File: src/rtl/bubble_sort_seq.sv
// bubble_sort_seq: serial-in / serial-out frame sorter (ascending order).
// A frame of DATA_N unsigned elements is loaded over a valid/ready stream,
// sorted in place by DATA_N odd-even transposition passes (one pass per
// cycle), then drained smallest-first over a second valid/ready stream.
// Ports:
//   clk, rst_n           clock, asynchronous active-low reset
//   in_valid/in_ready    input handshake, in_data carries one element
//   out_valid/out_ready  output handshake, out_data carries one element
//   out_last             marks the DATA_N-th (largest) output element
//   busy                 high while sorting or draining
module bubble_sort_seq #(
  parameter int unsigned DATA_N = 4,
  parameter int unsigned DATA_W = 4
) (
  input  logic              clk,
  input  logic              rst_n,
  input  logic              in_valid,
  output logic              in_ready,
  input  logic [DATA_W-1:0] in_data,
  output logic              out_valid,
  input  logic              out_ready,
  output logic [DATA_W-1:0] out_data,
  output logic              out_last,
  output logic              busy
);

  localparam int unsigned CNT_W = $clog2(DATA_N + 1);
  localparam int unsigned IDX_W = $clog2(DATA_N);

  typedef enum logic [1:0] {
    S_LOAD  = 2'd0,
    S_SORT  = 2'd1,
    S_DRAIN = 2'd2
  } state_t;

  state_t            state;
  logic [CNT_W-1:0]  cnt;
  logic [CNT_W-1:0]  rd;
  logic [DATA_W-1:0] mem    [DATA_N];
  logic [DATA_W-1:0] pass_c [DATA_N];

  // One transposition pass: pairs starting at indices whose parity matches
  // the pass number. Pairs are disjoint, so every swap reads original values.
  // An unpaired element at either edge simply keeps its value.
  always_comb begin
    pass_c = mem;
    for (int i = 0; i < int'(DATA_N) - 1; i++) begin
      if ((i[0] == cnt[0]) && (mem[i] > mem[i+1])) begin
        pass_c[i]   = mem[i+1];
        pass_c[i+1] = mem[i];
      end
    end
  end

  // Control FSM with registered handshake outputs.
  always_ff @(posedge clk or negedge rst_n) begin
    if (!rst_n) begin
      state     <= S_LOAD;
      cnt       <= '0;
      rd        <= '0;
      in_ready  <= 1'b1;
      out_valid <= 1'b0;
      out_data  <= '0;
      out_last  <= 1'b0;
      busy      <= 1'b0;
      for (int i = 0; i < int'(DATA_N); i++) begin
        mem[i] <= '0;
      end
    end else begin
      case (state)
        S_LOAD: begin
          if (in_valid && in_ready) begin
            mem[IDX_W'(cnt)] <= in_data;
            if (cnt == CNT_W'(DATA_N - 1)) begin
              cnt      <= '0;
              state    <= S_SORT;
              in_ready <= 1'b0;
              busy     <= 1'b1;
            end else begin
              cnt <= cnt + CNT_W'(1);
            end
          end
        end

        S_SORT: begin
          mem <= pass_c;
          if (cnt == CNT_W'(DATA_N - 1)) begin
            cnt   <= '0;
            rd    <= '0;
            state <= S_DRAIN;
          end else begin
            cnt <= cnt + CNT_W'(1);
          end
        end

        S_DRAIN: begin
          if (!out_valid) begin
            // First drain cycle: present element rd.
            out_valid <= 1'b1;
            out_data  <= mem[IDX_W'(rd)];
            out_last  <= (rd == CNT_W'(DATA_N - 1));
          end else if (out_ready) begin
            if (out_last) begin
              out_valid <= 1'b0;
              out_last  <= 1'b0;
              rd        <= '0;
              state     <= S_LOAD;
              in_ready  <= 1'b1;
              busy      <= 1'b0;
            end else begin
              // Preload the next element so one beat moves per cycle.
              rd       <= rd + CNT_W'(1);
              out_data <= mem[IDX_W'(rd + CNT_W'(1))];
              out_last <= ((rd + CNT_W'(1)) == CNT_W'(DATA_N - 1));
            end
          end
        end

        default: begin
          state <= S_LOAD;
        end
      endcase
    end
  end

endmodule

File: config.mk
export PLATFORM = sky130hd
export DESIGN_NAME = bubble_sort_seq
export DESIGN_NICKNAME = d
export VERILOG_FILES = /design/src/rtl/bubble_sort_seq.sv
export SDC_FILE = /design/constraint.sdc
export NUM_CORES = 1
export LEC_CHECK = 0
export CAP_MARGIN = 30
export CORE_MARGIN = 2
export CORE_UTILIZATION = 38
export CTS_CLUSTER_SIZE = 10
export DETAILED_ROUTE_END_ITERATION = 8
export PLACE_DENSITY = 0.63
export SLEW_MARGIN = 20
export SYNTH_ARGS = -nofsm -noshare
export SYNTH_HDL_FRONTEND = slang
export SYNTH_SLANG_ARGS = --single-unit
File: constraint.sdc
create_clock -name clk -period 2.1 [get_ports clk]
set_input_delay 0.21 -clock clk [delete_from_list [all_inputs] [get_ports clk]]
set_output_delay 0.21 -clock clk [all_outputs]
set_load 0.02 [all_outputs]
# == Word-level counts from Yosys, hierarchy flattened ==
# Cells that the tools add are included.
# word_totals
register_bits,32
in_bits,8
elab_cells,111
# classes
addsub,2
n_lt_le_gt_ge,7
eq_ne,17
n_mux,50
bitwise_logic,4
reduce_logical,19
# ops
op,n
$mux W4,8
$pmux W16 S2,1
$mux W8,3
$mux W3,6
$ne A2 B2 Y1 const B,9
$bmux W4 S2,2
$bwmux W16,1
$mux W1,16
$mux W16,1
$reduce_and A3 Y1,5
$gt A4 B4 Y1,3
$mux W2,6
$pmux W3 S2,2
$reduce_and A6 Y1,2
$eq A3 B2 Y1 const B,3
$ge A3 B3 Y1 const B,3
$not A2 Y3,3
$demux W4 S2,1
$add A3 B1 Y3 const B,2
$ne A3 B3 Y1 const B,2
$pmux W2 S3,1
$reduce_bool A2 Y1,3
$logic_and A1 B1 Y1,5
$pmux W1 S2,2
other kinds (8),9

# == Longest topological paths before layout ==
# logic_depth
depth_word,8
mapped_depth,8
mapped_depth_nobuf,7

# == Worst setup path before layout ==
# Ideal clock, no wire load.
# synth_timing
path_kind,register to register
from,register mem[5] (netlist bit)
to,register mem[8] (netlist bit)
setup_ns,0.121
arrival_ns,1.749
required_ns,1.979
path_slack_ns,0.229
path_stages_with_launch,9
path_buffers,1
period_less_slack_ns,1.871
cell_sequence,dfrtp_1 > inv_1 > ha_1 > nor2b_1 > o211ai_1 > a21oi_2 > buf_2 > a211o_1 > o22a_1
# synth_via
elab_chain_cells,4
elab_cells_between_ends,6
cone_classes,1 x order compare; 1 x eq/ne; 2 x mux; 2 x reduce/logical
# synth_rtl
item,line,text
from (decl),39,logic [DATA_W-1:0] mem [DATA_N];
"from (signal, indexed assignment)",73,mem[IDX_W'(cnt)] <= in_data;
from (signal assigned),86,mem <= pass_c;
$gt A4 B4 Y1 *,48,if ((i[0] == cnt[0]) && (mem[i] > mem[i+1])) begin
$logic_and A1 B1 Y1 *,48,
$ne A3 B3 Y1 (no source line) or $mux W8 (tied branches),n/a,
$reduce_and A3 Y1 (no source line) or $pmux W16 S2 (tied branches),n/a,
# Mark *: on every way between the ends. The rest lies on a longest branch, timed or not. The select of a mux whose other input is x is not followed.
# A chain may end at the register's enable or synchronous reset.

# == Final worst setup path ==
# layout_timing
from,register mem[5] (netlist bit)
to,register mem[10] (netlist bit)
# Same word-level chain as after synthesis.

==> summary.md <==
| Metric | Value |
|---|---|
| Post-synth EDFFs | `0` |
| Port bufs | `15` |
| Status | `finished, final reports clean` |
| Via/cell ratio | `5.55` |
| Hold Path Class | `in2async` |
| Area of the multi-input gates | `0.00135 sq mm` |
| Final Wtd Congestion | `0.859` |
| Layout cells sized above 1 | `21.3%` |
| Avg Cell Area, Syn | `9.83 sq um` |
| Critical Path AT | `2.20 ns` |
| Switching fraction of total power | `23.3%` |
| First-pass iteration count of the detailed router | `4` |
| Routed len/inst | `16.2 microns` |
| Layout Skew | `0.00864 ns` |
| Min Clock Period, post-route | `2.02 ns` |
| CP top delay family | `compound AO/OA/AOI/OAI gates` |
| Max frequency | `495 MHz` |
| Die Ht | `81.0 microns` |
| Final layout net count | `295` |
| Later-pin clock latency in the skew report | `0.30 ns` |
| PwrDens | `406 mW/mm^2` |
| Ys Warns | `0` |
| Clock buffer depth | `2` |
| Clk pin slew, worst setup/hold paths | `0.07 ns` |
| Required @ worst endpoint | `2.28 ns` |
| Final Max Slew Viols | `0` |
| Vias | `1905` |
| FILL cells | `562` |
| CP startpoint kind | `flip-flop` |
| CTS root buf | `clkbuf_8` |
| Total gr overflow | `0` |
| Relative slew slack | `72.2%` |
| Flop and latch count out of synthesis | `32` |
| Ports | `16` |
| Actual slew at the worst max-slew pin | `0.418 ns` |
| Worst stage delay on the critical path | `0.42 ns` |
| Logic pwr share | `3.3%` |
| Seq pwr share | `55.2%` |
| Initial antenna violation count | `0` |
| Tot GR Track Use | `19.1%` |
| Setup CP Type | `reg2reg` |
| H-tree depth | `2` |
| Worst path bufs/invs | `2` |
| Final wirelength | `5.57 mm` |
| Ys async rst share | `100%` |
| Dpl cell area | `0.00261 sq mm` |
| N_diodes | `0` |
| Commonest non-fill, non-tap cell in the layout | `dfrtp_1` |
| TritonCTS buffer count | `5` |
| Syn Inst Count | `229` |
| NetSw | `260 uW` |
| Netlist Area Pre-Place | `0.00225 sq mm` |
| Max VDD drop | `195 uV` |
| Clk pwr share | `41.4%` |
| First-pass GRT wire length | `9.38 mm` |
| TritonCTS clock tree | `built` |
| Vias in the first global route | `1888` |
| Cell Rows | `28` |
| FF/Latch Area | `803 sq um` |
| Die Width | `81.0 microns` |
| Pleak | `0.00118 uW` |
| Syn Nets | `256` |
| CP cell instances | `inv_1 > ha_1 > nor2b_1 > o211ai_1 > buf_4 > a21oi_4 > a211o_1 > o22a_1` |
| Synth cell types | `43` |
| Full die area | `0.00656 sq mm` |
| Iteration-0 DRC Markers | `166` |
| Most frequent cells in the layout | `dfrtp_1, buf_4, inv_1, ha_1, nor2_1` |
| Final hold vios | `0` |
| Setup violators final | `0` |
| MaxCap Viol Count | `0` |
| Sequential-to-total area share from yosys stat | `35.6%` |
| Area Growth Syn to Fin | `22.2%` |
| Clock sink count | `32` |
| DRC violation count after routing | `0` |
| Post-Place Setup Slack | `-0.0282 ns` |
| Internal power | `856 uW` |
| PnR worst setup slack | `0.0812 ns` |
| Core footprint | `0.00582 sq mm` |
| Final HPWL from detailed placement | `4.16 mm` |
| Largest fanout on the critical path | `12` |
| Design area | `0.00275 sq mm` |
| Top_reg_cell synth | `dfrtp_1` |
| Initial Util | `38.7%` |
| Crit path max-delay cell type | `dfrtp_1` |
| Crit share post-route | `96.1%` |
| Pin count of the biggest net entering global routing | `33` |
| Hold slack | `0.318 ns` |
| Crit end category | `flip-flop` |
| Antenna Nets Post-Route | `0` |
==> sequential cells by signal, indices dropped and copies added (netlist names) <==
signal / cells
mem: 16
out_data: 4
cnt: 3
rd: 3
state: 2
busy: 1
in_ready: 1
out_last: 1
out_valid: 1
==> cell usage after synthesis (2+ instances only) <==
| master | instances | area [sq um] |
|---|---|---|
| dfrtp_1 | 31 | 776 |
| inv_1 | 22 | 82.6 |
| ha_1 | 19 | 238 |
| nor2_1 | 16 | 60.1 |
| nand2_1 | 14 | 52.6 |
| o21ai_0 | 11 | 55.1 |
| a21oi_1 | 10 | 50.1 |
| mux4_2 | 8 | 180 |
| nand3_1 | 8 | 40.0 |
| a31oi_1 | 6 | 37.5 |
| and2_1 | 6 | 37.5 |
| mux2_1 | 5 | 56.3 |
| a211o_1 | 4 | 35.0 |
| a211oi_2 | 4 | 50.1 |
| a21oi_2 | 4 | 35.0 |
| a221o_1 | 4 | 40.0 |
| a32oi_1 | 4 | 35.0 |
| and3_1 | 4 | 25.0 |
| buf_2 | 4 | 20.0 |
| nor3_1 | 4 | 20.0 |
| nor4_1 | 4 | 25.0 |
| o22a_1 | 4 | 35.0 |
| nand2b_1 | 3 | 18.8 |
| nor2b_1 | 3 | 18.8 |
| o211ai_1 | 3 | 22.5 |
| a21o_1 | 2 | 15.0 |
| a22o_1 | 2 | 17.5 |
| buf_4 | 2 | 15.0 |
| nand3_2 | 2 | 20.0 |
| nand4_1 | 2 | 12.5 |
| o21a_1 | 2 | 15.0 |
==> final cells by class <==
type,instances,share of cell area (%)
clock buffer,6,2.64
clock inverter,1,0.182
inverter,23,3.14
multi-input combinational,167,49.0
sequential,32,29.2
tap,75,3.41
timing repair buffer,39,12.5
==> metal layers <==
layer,share of wire [%],vias to the layer above,track usage (%)
met5,0,-,0
met4,2.4,0,8.14
met3,5.8,16,4.22
met2,47,57,29.5
met1,45,913,25.9
li1,-,919,-
==> stage by stage <==
stage	std cells	TNS, ns	utilization (%)	power [uW]
after floorplan	229	0	-	632
after global placement	331	-0.0299	44.9	666
after detailed placement	331	-0.0849	44.9	666
after CTS	338	0	46.3	1120
after global routing	343	-0.0564	47.3	1160
final	343	0	47.3	1120
==> logic make-up (layout without fill, tap and decap cells) <==
kind of cell	Yosys count	count (layout)	synth area share, %
mux	15	15	11.4
flops	32	32	35.6
fa+ha+maj	19	19	10.6
compound gates	63	63	20.7
buf+inv	30	69	5.56
simple gates	70	70	16.2
==> final timing paths <==
kind	slack, ns	from	to	cells past startpoint
max	0.08	mem[5]	mem[10]	8
min	0.32	rst_n	mem[2]	2
max reg2reg	0.08	mem[5]	mem[10]	8
min reg2reg	0.51	busy	busy	2
max in group asynchronous	1.44	rst_n	in_ready	2
min in group clk	0.51	busy	busy	2
==> repair_timing <==
item,in CTS,in global routing
hold buffers,0,0
gates resized for setup,1,4
setup buffers,0,5
pin swaps,0,4
endpoints found under the setup margin,4,9
==> power by group through the flow <==
| stage | Sequential (uW) | Clock (uW) | Combinational [uW] |
|---|---|---|---|
| detailed placement | 628 | 0 | 38.2 |
| CTS | 616 | 463 | 38.4 |
| finish | 616 | 463 | 37.3 |
| floorplan | 628 | 0 | 3.83 |
| global route | 616 | 499 | 42.4 |
| global placement | 628 | 0 | 38.3 |
Power figures use the tool's default switching activity.
